--- src/rtl/mem_copier.sv ---
// -----------------------------------------------------------------------------
// mem_copier
//
// Block-transfer engine that drives the memory get/set port. It copies `len`
// bytes from `src` to `dst`, or fills `len` bytes starting at `dst` with the
// byte given on `src`. The engine owns the memory port while `busy` is high.
//
// Ports
//   clk       in   system clock, all state changes on the rising edge
//   reset     in   synchronous active-high reset
//   start     in   transfer request, only honoured in IDLE
//   fill      in   mode sampled with start: 0 = copy, 1 = fill
//   src [7:0] in   copy source base address, or fill byte
//   dst [7:0] in   destination base address
//   len [7:0] in   byte count, 0 means no transfer
//   busy      out  high while reading/writing
//   done      out  one-cycle completion pulse
//   mem_addr  out  memory address
//   mem_val   out  memory write data
//   mem_get   out  memory read strobe (data appears on mem_out next cycle)
//   mem_set   out  memory write strobe
//   mem_out   in   memory read data, held by the memory while get is low
// -----------------------------------------------------------------------------
module mem_copier (
    input  logic       clk,
    input  logic       reset,
    input  logic       start,
    input  logic       fill,
    input  logic [7:0] src,
    input  logic [7:0] dst,
    input  logic [7:0] len,
    output logic       busy,
    output logic       done,
    output logic [7:0] mem_addr,
    output logic [7:0] mem_val,
    output logic       mem_get,
    output logic       mem_set,
    input  logic [7:0] mem_out
);

    localparam logic [1:0] ST_IDLE = 2'd0;
    localparam logic [1:0] ST_RD   = 2'd1;
    localparam logic [1:0] ST_WR   = 2'd2;
    localparam logic [1:0] ST_DONE = 2'd3;

    logic [1:0] state_r;
    logic       mode_r;     // 1 = fill, 0 = copy
    logic [7:0] sbase_r;    // source base, or fill byte in fill mode
    logic [7:0] dbase_r;
    logic [7:0] cnt_r;
    logic [7:0] idx_r;

    logic [7:0] idx_inc_s;
    logic       last_s;

    // Index of the byte after the one being written; the transfer ends when
    // it reaches the latched count. cnt_r is at least 1 whenever WR is live,
    // so len=255 terminates at idx=254 without any wrap of idx itself.
    assign idx_inc_s = idx_r + 8'd1;
    assign last_s    = (idx_inc_s == cnt_r);

    // Transfer sequencer: command latch, state progression and byte index.
    always_ff @(posedge clk) begin
        if (reset) begin
            state_r <= ST_IDLE;
            mode_r  <= 1'b0;
            sbase_r <= 8'h00;
            dbase_r <= 8'h00;
            cnt_r   <= 8'h00;
            idx_r   <= 8'h00;
        end else begin
            case (state_r)
                ST_IDLE: begin
                    if (start) begin
                        mode_r  <= fill;
                        sbase_r <= src;
                        dbase_r <= dst;
                        cnt_r   <= len;
                        idx_r   <= 8'h00;
                        if (len == 8'h00) begin
                            state_r <= ST_DONE;
                        end else if (fill) begin
                            state_r <= ST_WR;
                        end else begin
                            state_r <= ST_RD;
                        end
                    end
                end
                ST_RD: begin
                    state_r <= ST_WR;
                end
                ST_WR: begin
                    idx_r <= idx_inc_s;
                    if (last_s) begin
                        state_r <= ST_DONE;
                    end else if (mode_r) begin
                        state_r <= ST_WR;
                    end else begin
                        state_r <= ST_RD;
                    end
                end
                ST_DONE: begin
                    // A start seen here is deliberately dropped.
                    state_r <= ST_IDLE;
                end
                default: begin
                    state_r <= ST_IDLE;
                end
            endcase
        end
    end

    // Output decode from the registered state. The only input feeding an
    // output is mem_out, which is forwarded as write data in copy WR: the
    // byte fetched in the preceding RD is held by the memory for this cycle.
    always_comb begin
        busy     = 1'b0;
        done     = 1'b0;
        mem_get  = 1'b0;
        mem_set  = 1'b0;
        mem_addr = 8'h00;
        mem_val  = 8'h00;
        case (state_r)
            ST_RD: begin
                busy     = 1'b1;
                mem_get  = 1'b1;
                mem_addr = sbase_r + idx_r;
            end
            ST_WR: begin
                busy     = 1'b1;
                mem_set  = 1'b1;
                mem_addr = dbase_r + idx_r;
                mem_val  = mode_r ? sbase_r : mem_out;
            end
            ST_DONE: begin
                done = 1'b1;
            end
            default: begin
                busy = 1'b0;
            end
        endcase
    end

endmodule

--- config.mk ---
export PLATFORM = sky130hd
export DESIGN_NAME = mem_copier
export DESIGN_NICKNAME = d
export VERILOG_FILES = /design/src/rtl/mem_copier.sv
export SDC_FILE = /design/constraint.sdc
export NUM_CORES = 1
export LEC_CHECK = 0
export CAP_MARGIN = 20
export CORE_UTILIZATION = 49
export CTS_CLUSTER_SIZE = 16
export DETAILED_ROUTE_END_ITERATION = 8
export GPL_ROUTABILITY_DRIVEN = 0
export PLACE_DENSITY = 0.84
export SYNTH_ARGS = -nofsm -noshare
export SYNTH_HDL_FRONTEND = slang
export SYNTH_SLANG_ARGS = --single-unit
--- constraint.sdc ---
create_clock -name clk -period 4.3 [get_ports clk]
set_clock_uncertainty 0.2 [all_clocks]
set_input_delay 0.86 -clock clk [delete_from_list [all_inputs] [get_ports clk]]
set_output_delay 0.86 -clock clk [all_outputs]
set_load 0.01 [all_outputs]
==> summary.txt, run 1 <==
Power and ir drop
  • Internal Power: 0.815 mW
  • Logic pwr share: 41.2%
  • Net Sw Power: ~0.45 mW
  • Worst IR drop on VDD: 0.296 mV
  • Sw Share: 35.4%
  • Overall Power: 1.26 mW
  • Pwr/cell area: 431 nW/um2
  • Clock power frac: 24.5%
  • Leak: 1.18 nW
  • Sequential share of power: 34.3%

GRT
  • Tot GR Track Use: 23.2%
  • Global-route wire length before repair: ~9000 um
  • Remaining Overflow, GRT: 0
  • Largest net degree at the start of global routing: 26
  • Vias in the first global route: 2042
  • Initial antenna violation count: 0

Worst hold path
  • Hold path depth: 2
  • Type of the tightest min-delay check: reg -> reg

Placement
  • DP HPWL: 4100 um
  • Placed insts: about 370
  • Post-DP Area: 2770 um2
  • # port buffers: 55

Yosys
  • Synth Cell Area: ~2200 um2
  • Post-synth EDFFs: 0
  • Post-synth top area cell: dfxtp_1
  • Library cells used by synthesis: 45
  • Yosys Warn Count: 0
  • Sequential area share after synthesis: 31.4%
  • Post-synthesis async set-or-reset flop share: 0%
  • Post-Syn Instances: 280
  • Yosys top cell area share: a little under a third
  • Avg Inst Size Synth: 7.96 um2
  • Synth top area cells: dfxtp_1 31%, nand2_1 9.8%, a21oi_1 7.0%
  • Mapped Nets: 329
  • Top_reg_cell synth: dfxtp_1
  • Yosys reg bits: 35

CTS
  • Root buffer cell: clkbuf_8
  • CTS tree: done
  • Num CTS Buffers: 5
  • Reg clk slew, reported paths: 70 ps
  • CTS Hold Buffers Added: 0
  • Clock latency on the worst-skew pair: between 200 and 300 ps
  • Clock Path Buffers: 2
  • Clk sinks: 35
  • # H-tree levels: 2

Floorplan
  • Die Y: ~69 um
  • Die W: ~69 um
  • Core ar.: around 4400 um2
  • Site Rows: 24
  • Num ports: 56
  • Die area: between 4000 and 5000 um2
  • Starting Density: 51.2%

Critical path
  • WP data arrival: 3130 ps
  • R2R depth: 5
  • R2R Path Start: idx_r[0]
  • Worst R2R End: state_r[0]
  • Crit end category: output pin
  • Crit-path max FO: 5
  • WP data required: 3240 ps
  • Critical Path Source: state_r[0]
  • Element type at the critical path start: flip-flop
  • Crit Path Category: reg -> out
  • Critical path destination: mem_addr[5]
  • R2R setup slack: 2040 ps

Run
  • Max cap viols: 0

Timing
  • Peak Freq: ~240 MHz
  • Period utilisation layout: between 90 and 100%
  • # setup viols final: 0
  • Final hold vios: 0
  • Worst Max-Slew Pin Slew: 834 ps
  • Pins Over Slew Limit: 0
  • Hold_ws: 258 ps
  • Fin crit period: 4190 ps
  • Worst rel slew slack: between 40% and 50%

Route
  • Routed len/inst: 14.3 um
  • Wire length on met3: 295 um
  • Drt drc: 0
  • Vias per cell: 5.49
  • Final ANT Viol Nets: 0
  • Top sig layer: met4
  • Final wirelength: 5490 um
  • Wire length on met1: 2400 um
  • Vias: 2104
  • DRT iter0 DRCs: 119
  • DR WL met2: 2730 um
  • Pre-antenna DRT Iters: 4

Outcome
  • Status: completed

Layout
  • Ant. Diodes: 0
  • Most common cell after layout, fill and taps aside: nand2_1
  • Fillers: 333
  • Post-Layout Cell Count: ~380
  • Fin area: approximately 2900 um2
  • Layout cell share with drive strength beyond 1: 8.46%
  • Area grow syn2layout: 31.3%
  • Most frequent cells in the layout: 58 x nand2_1, 53 x clkdlybuf4s50_1, 35 x dfxtp_1
  • Final nets: 379
  • Core Util, Final: 67.2%
[cell type report]
| cell class | count | area [um2] | share of cell area (%) |
|---|---|---|---|
| Inverter | 8 | 30.0 | 1.03 |
| Timing Repair Buffer | 59 | 582 | 19.9 |
| Multi-Input combinational cell | 221 | 1430 | 48.9 |
| Clock inverter | 2 | 35.0 | 1.20 |
| Tap cell | 52 | 65.1 | 2.22 |
| Sequential cell | 35 | 701 | 23.9 |
| Clock buffer | 6 | 82.6 | 2.82 |
[metrics by stage]
step	setup slack, ps	TNS [ps]
final	109	0
after global routing	-14.0	-14.0
after CTS	26.6	0
after detailed placement	161	0
after global placement	244	0
after floorplan	408	0
[worst max-delay path, cell delays in order, from the launching register on]
cell             delay (ps)
dfxtp_1                 350
inv_1                   130
ha_4                    180
mux2_2                  350
ha_1                    270
a21o_1                  180
a21o_1                  210
a311oi_2                250
buf_4                   160
xnor2_1                 100
and2_1                  140
clkdlybuf4s50_1         530
[metal layers]
metal,vias up,global-route usage (%)
met1,980,29.0
met5,-,0
li1,1062,-
met3,6,5.23
met4,0,7.94
met2,56,39.1
[flip-flops by register name, indices dropped and copies added (netlist names)]
| signal | flops |
|---|---|
| cnt_r | 8 |
| dbase_r | 8 |
| idx_r | 8 |
| mode_r | 1 |
| sbase_r | 8 |
| state_r | 2 |
[power groups by stage]
| stage | sequential, mW | combinational (mW) | clock [mW] |
|---|---|---|---|
| 3_5_place_dp | 0.438 | 0.510 | 0 |
| 3_3_place_gp | 0.435 | 0.498 | 0 |
| 5_1_grt | 0.440 | 0.571 | 0.322 |
| 2_1_floorplan | 0.415 | 0.351 | 0 |
| 4_1_cts | 0.432 | 0.522 | 0.311 |
| 6_report | 0.433 | 0.520 | 0.309 |
[synthesized netlist by cell type (3+ instances only)]
library cell  count
inv_1             8
dfxtp_1          35
a22oi_1           3
nor3_1            7
nand2_1          58
mux2_2            8
ha_1             12
xor2_1            7
nor2_1           19
a2bb2oi_1         3
xnor2_1           9
a21o_1            4
clkbuf_1         11
o21ai_0           4
nor4_1            3
mux2i_1          11
a21oi_1          31
and2_1            7
nand2b_1          3
nand3_1           3
nor2b_1           5
[cells by family (layout without fill, tap and decap cells)]
| group | count (synthesis) | after routing | synth area share (%) |
|---|---|---|---|
| AOI/OAI and AO/OA | 57 | 57 | 15.7 |
| xor gates and xnor gates | 16 | 16 | 6.29 |
| adders and majority gates | 13 | 13 | 7.63 |
| buffers and inverters | 24 | 75 | 5.78 |
| DFF | 35 | 35 | 31.4 |
| muxes | 19 | 19 | 8.98 |
| and+or+nand+nor | 116 | 116 | 24.2 |
[how the worst min path moves through the flow]
| stage | start | to |
|---|---|---|
| 2_1_floorplan | dbase_r[2] | dbase_r[2] |
| 3_3_place_gp | dbase_r[6] | dbase_r[6] |
| 3_5_place_dp | dbase_r[1] | dbase_r[1] |
| 4_1_cts | dbase_r[6] | dbase_r[6] |
| 5_1_grt | dbase_r[0] | dbase_r[0] |
| 6_report | dbase_r[6] | dbase_r[6] |
[repair_timing]
action / in CTS / in global routing
endpoints found under the hold margin: 0 / 0
setup endpoints to repair: 3 / 1
setup buffers: 0 / 1
pin swaps: 1 / 1
gates resized for setup: 5 / 1
No activity file was read; power rests on OpenSTA's default activity.
==> run 2: changes to the inputs <==
--- a/config.mk
+++ b/config.mk
@@ -6,10 +6,12 @@
 export NUM_CORES = 1
 export LEC_CHECK = 0
 export CAP_MARGIN = 20
+export CORE_ASPECT_RATIO = 0.8
 export CORE_UTILIZATION = 49
 export CTS_CLUSTER_SIZE = 16
 export DETAILED_ROUTE_END_ITERATION = 8
 export GPL_ROUTABILITY_DRIVEN = 0
+export GPL_TIMING_DRIVEN = 0
 export PLACE_DENSITY = 0.84
 export SYNTH_ARGS = -nofsm -noshare
 export SYNTH_HDL_FRONTEND = slang
==> run 2 against run 1 <==
  * Non-clock buffer count grew 12
  * Sequential power decreased by 1%
  * Setup slack improved by 33 ps
  * Maximum frequency increased by 0.80%
  * Register-to-register slack improved by 20 ps
==> summary.txt, run 2 (same netlist as run 1, synthesis figures left out) <==
Timing
  • Worst Max-Slew Pin Slew: 548 ps (-286 ps)
  • Peak Freq: 241 MHz (+0.80%)
  • Final hold vios: 0 (unchanged)
  • Unrepaired setup endpoints after global routing: no
  • Pins Over Slew Limit: 0 (unchanged)
  • Worst rel slew slack: 63.2% (+19 points)
  • Period utilisation layout: 96.7% (-0.77 points)
  • Hold_ws: 259 ps (+1.69 ps)
  • Fin crit period: 4160 ps (-33.1 ps)
  • # setup viols final: 0 (unchanged)

Route
  • Pre-antenna DRT Iters: 4 (unchanged)
  • Final ANT Viol Nets: 0 (unchanged)
  • Final wirelength: 5610 um (+2.1%)
  • Drt drc: 0 (unchanged)
  • Routed len/inst: 14.0 um (-2.2%)
  • Vias per cell: 5.41 (-1.5%)
  • Vias: 2164 (+2.9%)
  • DRT iter0 DRCs: 95 (-20%)

Critical path
  • WP data required: 3240 ps (about the same)
  • Crit end category: output pin
  • Crit-path max FO: 10 (+5)
  • Element type at the critical path start: flip-flop
  • WP data arrival: 3100 ps (-30 ps)
  • Crit Path Category: reg -> out

Layout
  • Final nets: 391 (+3.2%)
  • Area grow syn2layout: 34.8%
  • Most common cell after layout, fill and taps aside: nand2_1
  • Fillers: 337 (+1.2%)
  • Layout cell share with drive strength beyond 1: 10.5% (+2.0 points)
  • Most frequent cells in the layout: 58 x nand2_1, 51 x clkdlybuf4s50_1, 33 x dfxtp_1
  • Ant. Diodes: 0 (unchanged)

CTS
  • Num CTS Buffers: 5 (unchanged)
  • # H-tree levels: 2 (unchanged)
  • CTS tree: done
  • CTS Hold Buffers Added: 0 (unchanged)
  • Reg clk slew, reported paths: 70 ps (about the same)
  • Clock latency on the worst-skew pair: 290 ps (about the same)
  • Root buffer cell: clkbuf_8
  • Clk sinks: 35 (unchanged)
  • Clock Path Buffers: 2 (unchanged)

Power and ir drop
  • Worst IR drop on VDD: 0.321 mV (+8.7%)
  • Pwr/cell area: 429 nW/um2 (-0.50%)
  • Overall Power: 1.29 mW (+2.2%)
  • Leak: 1.23 nW (+4.6%)

Floorplan
  • Die area: 4830 um2 (about the same)
  • Core ar.: 4280 um2 (-1.6%)
  • Num ports: 56 (unchanged)
  • Starting Density: 52.1% (+0.85 points)
  • Site Rows: 21 (-13%)
  • Die Y: 62.3 um (-10%)
  • Die W: 77.4 um (+11%)

Run
  • Max cap viols: 0 (unchanged)

Placement
  • DP HPWL: 4300 um (+4.8%)
  • # port buffers: 54 (-1.8%)

Outcome
  • Status: completed

GRT
  • Remaining Overflow, GRT: 0 (unchanged)
  • Initial antenna violation count: 0 (unchanged)
  • Global-route wire length before repair: 9530 um (+5.0%)
  • Vias in the first global route: 2120 (+3.8%)
  • Largest net degree at the start of global routing: 13 (-50%)
  • Tot GR Track Use: 25.0% (+1.8 points)

Worst hold path
  • Type of the tightest min-delay check: reg -> reg
[run 2: cell count changes in the layout (fill, tap and decap cells not counted), moves of 2 or more]
cell,previous run,this run
dfxtp_1,35,33
clkbuf_1,0,9
clkdlybuf4s50_1,53,51
dfxtp_2,0,2
clkbuf_8,6,8
buf_4,4,2
buf_6,0,2
[run 2: cell type report]
class	count	area [um2]	area share, %
Tap cell	57	71.3	2.37
Clock buffer	5	68.8	2.29
Clock inverter	3	43.8	1.46
Buffer	15	105	3.50
Inverter	8	30.0	0.999
Multi-Input combinational cell	221	1430	47.4
Timing Repair Buffer	56	559	18.6
Sequential cell	35	703	23.4
[run 2: critical path, cell delays in order (launching register included)]
cell and delay (ps):
dfxtp_2 370, inv_2 60, ha_4 170, clkbuf_8 160, mux2_2 230, ha_1 160, inv_1 60, fa_1 400
nor2b_2 150, o21ai_1 80, nand2b_1 130, xor2_1 160, and2_1 140, clkdlybuf4s50_1 520
[run 2: per-stage QoR]
stage	cells	cell area (um2)	util [%]	worst slack, ps	TNS, ps
global placement	391	2840	66.3	-373	-907
global route	400	3010	70.2	19.4	0
CTS	400	2990	69.9	23.0	0
floorplan	280	2230	-	408	0
finish	400	3010	70.2	142	0
detailed placement	391	2840	66.3	-432	-1190
[run 2: routing by layer]
metal / track usage, % / vias up / routed length (um)
li1: - / 1086 / -
met4: 9.67 / 0 / 133
met3: 6.76 / 10 / 388
met5: 0 / - / 0
met2: 39.0 / 68 / 2480
met1: 32.6 / 1000 / 2610
[run 2: timing repair]
item / in CTS / in global routing
endpoints found under the setup margin: 7 / 4
resized for setup: 8 / 7
cloned: 0 / 0
pin swaps: 1 / 0
buffers inserted: 2 / 0
[run 2: worst paths after layout]
check	startpoint	end	slack, ps	depth (start not counted)
max	state_r[0]	mem_addr[4]	140	13
min	dbase_r[4]	dbase_r[4]	260	2
max reg2reg	idx_r[0]	state_r[0]	2060	6
min reg2reg	dbase_r[4]	dbase_r[4]	260	2
[run 2: where the power goes]
group          internal (mW)  switching, mW  total (mW)
Clock                  0.173          0.129       0.301
Sequential             0.378         0.0489       0.427
Combinational          0.269          0.293       0.562
Total                  0.819          0.470        1.29
